<file path="src/rtl/kernel_stream_ctrl_if.sv">
// kernel_stream_ctrl_if: handshake bundle between the stream source, the kernel and the stream sink.
//   master (controller side): drives src_ready, k_ivalid, k_oready, snk_valid
//   slave  (environment side): drives src_valid, k_iready, k_ovalid, snk_ready
interface kernel_stream_ctrl_if;
    logic src_valid;
    logic src_ready;
    logic k_ivalid;
    logic k_iready;
    logic k_ovalid;
    logic k_oready;
    logic snk_valid;
    logic snk_ready;
    modport master (
        input  src_valid, k_iready, k_ovalid, snk_ready,
        output src_ready, k_ivalid, k_oready, snk_valid
    );
    modport slave (
        output src_valid, k_iready, k_ovalid, snk_ready,
        input  src_ready, k_ivalid, k_oready, snk_valid
    );
endinterface

</file>
<file path="src/rtl/kernel_stream_ctrl.sv">
// kernel_stream_ctrl: run controller that gates the kernel stream handshakes and counts items.
//   clk, rst (async, active low), start pulse, nitems run length,
//   busy/done status, in_count/out_count item counters,
//   s (master modport) carrying src/kernel/sink handshakes.
//   Optional macro KERNEL_STREAM_CTRL_PERF_EN adds stall_cycles (sink back-pressure cycles).
module kernel_stream_ctrl #(
    parameter int CNTW        = 32,
    parameter int MAXINFLIGHT = 16
) (
    input  logic             clk,
    input  logic             rst,
    input  logic             start,
    input  logic [CNTW-1:0]  nitems,
    output logic             busy,
    output logic             done,
    output logic [CNTW-1:0]  in_count,
    output logic [CNTW-1:0]  out_count,
`ifdef KERNEL_STREAM_CTRL_PERF_EN
    output logic [31:0]      stall_cycles,
`endif
    kernel_stream_ctrl_if.master s
);
    typedef enum logic [1:0] {IDLE, RUN, DRAIN, DONE} state_t;
    state_t          r_state, w_next;
    logic [CNTW-1:0] r_nitems, r_in_count, r_out_count;
    logic [CNTW-1:0] w_in_next, w_out_next;
    logic            w_start_ok, w_issue_ok, w_in_xfer, w_out_xfer;

    assign w_start_ok = (r_state == IDLE) && start;
    assign w_issue_ok = (r_state == RUN) && (r_in_count < r_nitems) &&
                        ((r_in_count - r_out_count) < CNTW'(MAXINFLIGHT));
    assign w_in_xfer  = s.k_ivalid & s.k_iready;
    assign w_out_xfer = s.snk_valid & s.snk_ready;
    assign w_in_next  = r_in_count + CNTW'(w_in_xfer);
    assign w_out_next = r_out_count + CNTW'(w_out_xfer);
    assign in_count   = r_in_count;
    assign out_count  = r_out_count;

    always_ff @(posedge clk or negedge rst) begin
        if (!rst) r_state <= IDLE;
        else      r_state <= w_next;
    end

    // Transitions look at the post-transfer counts so the state moves on the same edge
    // as the final transfer; coincident final in/out transfers skip DRAIN.
    always_comb begin
        w_next = r_state;
        case (r_state)
            IDLE:    if (start) w_next = (nitems != '0) ? RUN : DONE;
            RUN:     if (w_in_next == r_nitems) w_next = (w_out_next == r_nitems) ? DONE : DRAIN;
            DRAIN:   if (w_out_next == r_nitems) w_next = DONE;
            default: w_next = IDLE;
        endcase
    end

    always_comb begin
        busy        = (r_state == RUN) || (r_state == DRAIN);
        done        = (r_state == DONE);
        s.k_ivalid  = s.src_valid & w_issue_ok;
        s.src_ready = s.k_iready & w_issue_ok;
        s.snk_valid = s.k_ovalid & busy;
        s.k_oready  = s.snk_ready & busy;
    end

    always_ff @(posedge clk or negedge rst) begin
        if (!rst) begin
            r_nitems    <= '0;
            r_in_count  <= '0;
            r_out_count <= '0;
        end else if (w_start_ok) begin
            r_nitems    <= nitems;
            r_in_count  <= '0;
            r_out_count <= '0;
        end else begin
            r_in_count  <= w_in_next;
            r_out_count <= w_out_next;
        end
    end

`ifdef KERNEL_STREAM_CTRL_PERF_EN
    logic [31:0] r_stall;
    always_ff @(posedge clk or negedge rst) begin
        if (!rst)                                                    r_stall <= '0;
        else if (w_start_ok)                                         r_stall <= '0;
        else if (s.snk_valid && !s.snk_ready && r_stall != '1)       r_stall <= r_stall + 32'd1;
    end
    assign stall_cycles = r_stall;
`endif
endmodule

</file>
<file path="src/flat_wrapper.sv">
// flat-port wrapper written by rule: the top's interface ports become plain ports
module kernel_stream_ctrl_flat 
#(
    parameter int CNTW        = 32,
    parameter int MAXINFLIGHT = 16
)
  (clk, rst, start, nitems, busy, done, in_count, out_count, s_src_valid, s_k_iready, s_k_ovalid, s_snk_ready, s_src_ready, s_k_ivalid, s_k_oready, s_snk_valid);
  kernel_stream_ctrl_if s_i ();
  input  logic clk;
  input  logic rst;
  input  logic start;
  input  logic [CNTW-1:0] nitems;
  output logic busy;
  output logic done;
  output logic [CNTW-1:0] in_count;
  output logic [CNTW-1:0] out_count;
  input wire logic [$bits(s_i.src_valid)-1:0] s_src_valid;
  input wire logic [$bits(s_i.k_iready)-1:0] s_k_iready;
  input wire logic [$bits(s_i.k_ovalid)-1:0] s_k_ovalid;
  input wire logic [$bits(s_i.snk_ready)-1:0] s_snk_ready;
  output wire logic [$bits(s_i.src_ready)-1:0] s_src_ready;
  output wire logic [$bits(s_i.k_ivalid)-1:0] s_k_ivalid;
  output wire logic [$bits(s_i.k_oready)-1:0] s_k_oready;
  output wire logic [$bits(s_i.snk_valid)-1:0] s_snk_valid;
  assign s_i.src_valid = s_src_valid;
  assign s_i.k_iready = s_k_iready;
  assign s_i.k_ovalid = s_k_ovalid;
  assign s_i.snk_ready = s_snk_ready;
  assign s_src_ready = s_i.src_ready;
  assign s_k_ivalid = s_i.k_ivalid;
  assign s_k_oready = s_i.k_oready;
  assign s_snk_valid = s_i.snk_valid;
  kernel_stream_ctrl #(.CNTW(CNTW), .MAXINFLIGHT(MAXINFLIGHT)) u_core (.clk(clk), .rst(rst), .start(start), .nitems(nitems), .busy(busy), .done(done), .in_count(in_count), .out_count(out_count), .s(s_i));
endmodule
</file>
<file path="config.mk">
export PLATFORM = sky130hd
export DESIGN_NAME = kernel_stream_ctrl_flat
export DESIGN_NICKNAME = d
export VERILOG_FILES = /design/src/rtl/kernel_stream_ctrl_if.sv /design/src/rtl/kernel_stream_ctrl.sv /design/src/flat_wrapper.sv
export SDC_FILE = /design/constraint.sdc
export NUM_CORES = 1
export LEC_CHECK = 0
export ABC_AREA = 1
export CAP_MARGIN = 20
export CORE_MARGIN = 4
export CORE_UTILIZATION = 50
export DETAILED_ROUTE_END_ITERATION = 10
export HOLD_SLACK_MARGIN = 0.02
export PLACE_DENSITY_LB_ADDON = 0.15
export SLEW_MARGIN = 20
export SYNTH_ARGS = -nofsm -noshare
export SYNTH_HDL_FRONTEND = slang
export SYNTH_SLANG_ARGS = --single-unit
</file>
<file path="constraint.sdc">
create_clock -name clk -period 9.2 [get_ports clk]
set_input_delay 1.84 -clock clk [delete_from_list [all_inputs] [get_ports clk]]
set_output_delay 1.84 -clock clk [all_outputs]
set_load 0.02 [all_outputs]
</file>
==> results.json, run 1 <==
{
  "status": "complete, no violations",
  "fillers": 1812,
  "post-place-cells": 1831,
  "synthCells": 1506,
  "setup_viol": 0,
  "viasPerCell": 5.41,
  "yosys_warnings": 0,
  "power_frac_comb_pct": 50.8,
  "start_util_pct": 51.5,
  "clockBufferDepth": 2,
  "synth.distinct_cells": 36,
  "grt_pass1_wl_mm": 50.5,
  "pin_count": 109,
  "tightest_slew_ns": 0.884,
  "drc": 0,
  "die_w_um": 145,
  "crit_path_end_kind": "primary output",
  "maxCapViolCount": 0,
  "drt_first_iter_violations": 792,
  "rsz0062_at_grt": "false",
  "gp_congestion": 0.990,
  "p_leak_nw": 5.74,
  "crit_required_ns": 7.36,
  "ant_nets": 0,
  "wirelength_mm": 32.3,
  "ctsResizeCount": 0,
  "diodes": 0,
  "finalHoldViolations": 0,
  "fin_crit_ns": 5.47,
  "dr.pass1.iters": 5,
  "path_class": "reg2out",
  "swShare_pct": 46.0,
  "numCtsBuffers": 9,
  "postCtsHoldBufs": 0,
  "layout.nets": 1721,
  "port_buffers": 108,
  "slew_headroom_pct": 41.0,
  "fmax_mhz": 183,
  "clock-skew-final_ns": 0.00997,
  "ir_worst_vdd_uv": 167,
  "synth.area.top_cells": "dfrtp_1, nand2_1, ha_1",
  "synth.yosys.seq_area_share_pct": 26.0,
  "die_area_um2": 21100,
  "grt_max_degree": 73,
  "yosys_most_used_dff": "dfrtp_1",
  "powerDensity_nw_per_um2": 176,
  "report.final.slew_viol_count": 0,
  "grt_use_total_pct": 30.2,
  "hpwl_mm": 27.1,
  "fin_util_pct": 60.4,
  "hold_class": "reg2reg",
  "arrival_ns": 3.63,
  "num_vias": 9996,
  "fp-row-count": 49,
  "netlist_area_um2": 9420,
  "syn_to_final_growth_pct": 17.2,
  "cts_root_buf": "clkbuf_16",
  "cts.reportedPaths.clkPinSlew_ns": 0.07,
  "synth_common_cells": "nand2_1, nor2_1, inv_1",
  "globalRoute.totalOverflow": 0,
  "power.internal_mw": 1.05,
  "final_cell_count_no_fill": 1847,
  "die_y_um": 145,
  "start_kind": "flip-flop",
  "h-tree-depth": 3,
  "routedWlPerCell_um": 17.5,
  "pwr-share-seq_pct": 30.0,
  "p_switching_uw": 895,
  "synth_edf_count": 0,
  "core-area_um2": 18300,
  "postCtsSetupBuffers": 0,
  "async_reset_ff_share_pct": 100,
  "place_ws_ns": 4.05,
  "synth_area_per_cell_um2": 6.25,
  "cts_tree": "yes",
  "yosys.area.top_type": "dfrtp_1",
  "p_clk_share_pct": 19.2,
  "antenna_found_initial": 0,
  "clock_latency_ns": 0.36,
  "tns_ns": 0,
  "post-route-period-util_pct": 59.4,
  "grt_pass1_vias": 9366,
  "ys_ff_latch": 98,
  "worst_slack_ns": 3.73,
  "synth_nets": 1614,
  "drive_gt1_share_pct": 5.13,
  "synth_top_area_share_pct": 26.0,
  "yosysMostFrequentCell": "nand2_1",
  "cts_sinks": 98,
  "cp_max_fo": 8
}
-- worst paths after layout --
check,start,end,slack [ns],depth (start not counted)
max reg2reg,u_core.in_count[11]$_DFF_PN0_,u_core.r_state[1]$_DFFE_PN0P_,4.01,31
max,u_core.in_count[11]$_DFF_PN0_,s_src_ready,3.73,16
min reg2reg,u_core.r_state[0]$_DFFE_PN0P_,u_core.r_state[0]$_DFFE_PN0P_,0.58,2
min in group asynchronous,rst,u_core.r_nitems[0]$_DFFE_PN0P_,1.42,1
max in group asynchronous,rst,u_core.in_count[15]$_DFF_PN0_,6.51,2
min,u_core.r_state[0]$_DFFE_PN0P_,u_core.r_state[0]$_DFFE_PN0P_,0.58,2
-- state kept, by name (all words and copies together) (netlist names) --
name and cells:
u_core.in_count 32, u_core.out_count 32, u_core.r_nitems 32, u_core.r_state 2
-- cells in the final DEF, fill, tap and decap left out, types with 27 or more instances in the layout --
cell type / count
o21ai_0: 58
xor2_1: 37
dfrtp_1: 98
nand3_1: 118
inv_1: 189
ha_1: 69
a21oi_1: 61
nor2_1: 202
clkdlybuf4s50_1: 107
nor3_1: 27
nand2_1: 505
-- per-layer routing --
metal	vias up	routed length [µm]	GRT usage (%)
li1	5008	-	-
met1	4530	14400	41.8
met2	392	14400	48.4
met3	66	2380	4.61
met4	0	1040	10.2
met5	-	0	0
-- logic make-up (layout without fill, tap and decap cells) --
kind of cell / after synthesis / after routing / share of synthesized area (%)
buf+inv: 216 / 328 / 8.62
xor+xnor: 52 / 52 / 5.42
flops: 98 / 98 / 26.0
simple gates: 937 / 937 / 43.3
compound gates: 134 / 134 / 7.43
fa+ha+maj: 69 / 69 / 9.17
-- cell type report --
type,instances,area (µm²),share of cell area (%)
clock buffer,9,225,2.04
clock inverter,7,62.6,0.567
inverter,202,759,6.88
multi-input combinational,1192,6150,55.8
sequential,98,2450,22.2
tap,229,287,2.60
timing repair buffer,110,1090,9.91
-- power groups by stage --
stage | Combinational, mW | Clock (mW) | Sequential [mW]
detailed placement | 0.975 | 0 | 0.587
CTS | 0.981 | 0.380 | 0.579
floorplan | 0.700 | 0 | 0.562
global placement | 0.961 | 0 | 0.586
global route | 1.12 | 0.397 | 0.592
finish | 0.989 | 0.374 | 0.583
-- stage by stage --
step | instance area (µm²) | total power, mW | hold slack, ns
6_report | 11000 | 1.95 | 0.576
5_1_grt | 11000 | 2.10 | 0.597
2_1_floorplan | 9420 | 1.26 | 0.498
4_1_cts | 11000 | 1.94 | 0.562
3_5_place_dp | 10700 | 1.56 | 0.544
3_3_place_gp | 10700 | 1.55 | 0.544
-- worst max-delay path, cell delays in order (launching register included) --
cell	delay (ns)
dfrtp_1	0.54
ha_1	0.47
nand2_1	0.12
nor2_1	0.13
inv_1	0.07
nor3_1	0.31
nand2_1	0.13
nand2_1	0.13
nand4_1	0.12
nand3b_1	0.12
nand3_1	0.07
nor2_1	0.10
nand3_1	0.08
nor2_1	0.12
nand3_1	0.10
inv_1	0.07
clkdlybuf4s50_1	0.59
Power figures use the tool's default switching activity.
==> run 2: changes to the inputs <==
clock period = 5.5 ns   (was 9.2 ns; I/O delays follow)
==> results.json, run 2 (synthesis gave the netlist of run 1 again) <==
{
  "grt_pass1_vias": 9610,
  "reg2regPathDepth": 36,
  "hold_class": "reg2reg",
  "layout.nets": 1741,
  "start_kind": "flip-flop",
  "pin_count": 109,
  "arrival_ns": 5.48,
  "cts_sinks": 98,
  "setup_viol": 0,
  "tns_ns": 0,
  "syn_to_final_growth_pct": 19.1,
  "drive_gt1_share_pct": 6.54,
  "grt_pass1_wl_mm": 51.7,
  "routedWlPerCell_um": 17.8,
  "final_cell_mix": "nand2_1, nor2_1, inv_1, nand3_1, clkdlybuf4s50_1",
  "slew_headroom_pct": 50.6,
  "die_w_um": 145,
  "status": "complete, no violations",
  "port_buffers": 108,
  "worst_slack_ns": 0.308,
  "critPathMaxStageDelay_ns": 0.51,
  "post-route-period-util_pct": 94.4,
  "finalHoldViolations": 0,
  "gp_congestion": 0.982,
  "num_vias": 10126,
  "clockBufferDepth": 2,
  "clock-skew-final_ns": 0.0134,
  "fin_crit_ns": 5.19,
  "crit_path_end_kind": "flip-flop",
  "powerDensity_nw_per_um2": 295,
  "path_class": "reg2reg",
  "rsz0062_at_grt": "false",
  "ir_worst_vdd_uv": 255,
  "dr.pass1.iters": 8,
  "antenna_found_initial": 0,
  "h-tree-depth": 3,
  "drt_first_iter_violations": 756,
  "wirelength_mm": 33.3,
  "drc": 0,
  "numCtsBuffers": 9,
  "die_area_um2": 21100,
  "hpwl_mm": 27.9,
  "cts_tree": "yes",
  "fp-row-count": 49,
  "cts_root_buf": "clkbuf_16",
  "fin_util_pct": 61.4,
  "dpl_cell_area_um2": 10900,
  "cts.reportedPaths.clkPinSlew_ns": 0.07,
  "postCtsSetupBuffers": 0,
  "core-area_um2": 18300,
  "start_util_pct": 51.5,
  "power_mw": 3.32,
  "layout_commonest_cell": "nand2_1",
  "maxCapViolCount": 0,
  "stdcell_area_um2": 11200,
  "grt_max_degree": 72,
  "grt_use_total_pct": 30.9,
  "globalRoute.totalOverflow": 0,
  "diodes": 0,
  "worstHoldPathCells": 2,
  "clock_latency_ns": 0.35,
  "postCtsHoldBufs": 0,
  "critPathSlowestCell": "dfrtp_2",
  "die_y_um": 145,
  "tightest_slew_ns": 0.741,
  "p_leak_nw": 5.84,
  "report.final.slew_viol_count": 0,
  "viasPerCell": 5.43,
  "place_ws_ns": 0.294,
  "cp_max_fo": 7,
  "fmax_mhz": 193,
  "crit_required_ns": 5.79,
  "ant_nets": 0,
  "crit_top_cell": "nand2_1"
}
-- run 2: cell types whose count changed in the layout (fill, tap and decap cells not counted), moves of 2 or more --
cell        before  now
nor3_2           3    5
clkinvlp_4       0    2
inv_8            2    0
nor3_1          27   25
buf_4            3   23
clkinv_4         3    0
ha_1            69   67
-- run 2: worst max-delay path: cells and delay by family, from the launching register on --
family,cells,cell delay (ns)
AND/OR/NAND/NOR,29,3.28
adder cells (fa/ha/maj),2,0.61
flip-flops,1,0.51
AO/OA/AOI/OAI,1,0.38
buffers and inverters,4,0.34
-- run 2: area by class of cell --
| class | count | area (µm²) |
|---|---|---|
| multi-input combinational | 1192 | 6190 |
| clock buffer | 10 | 229 |
| tap | 229 | 287 |
| fill | 1770 | 7050 |
| clock inverter | 5 | 62.6 |
| sequential | 98 | 2450 |
| timing repair buffer | 130 | 1240 |
| inverter | 202 | 759 |
-- run 2: power by group --
part | internal [mW] | leakage, nW | switching [mW]
clock network | 0.354 | 0.136 | 0.296
logic | 0.599 | 4.40 | 1.09
registers | 0.850 | 1.31 | 0.122
total | 1.80 | 5.84 | 1.51
-- run 2: stage by stage --
stage,std cells,hold WS [ns]
final,1866,0.577
after global placement,1851,0.546
after detailed placement,1851,0.554
after floorplan,1506,0.498
after global routing,1866,0.605
after CTS,1866,0.572
-- run 2: routing by layer --
layer,GRT usage [%],wire length (µm)
met1,43.9,15300
met2,49.5,14900
met3,3.02,2020
met4,11.0,1090
met5,0,0
-- run 2: final timing paths --
check,start,endpoint,slack [ns]
max,u_core.in_count[9]$_DFF_PN0_,u_core.r_state[0]$_DFFE_PN0P_,0.31
min,u_core.r_state[1]$_DFFE_PN0P_,u_core.r_state[1]$_DFFE_PN0P_,0.58
max reg2reg,u_core.in_count[9]$_DFF_PN0_,u_core.r_state[0]$_DFFE_PN0P_,0.31
min reg2reg,u_core.r_state[1]$_DFFE_PN0P_,u_core.r_state[1]$_DFFE_PN0P_,0.58
max in group asynchronous,rst,u_core.in_count[9]$_DFF_PN0_,3.61
min in group asynchronous,rst,u_core.r_nitems[0]$_DFFE_PN0P_,0.80
-- run 2: timing repair --
| item | CTS | global route |
|---|---|---|
| setup endpoints to repair | 0 | 2 |
| hold endpoints to repair | 0 | 0 |
| gates resized for setup | 0 | 7 |
==> run 3: changes to the inputs <==
CTS_CLUSTER_DIAMETER = 150   (was default)
==> results of run 3 <==
Same layout as run 2: the final DEF is identical, and so are final timing and power.
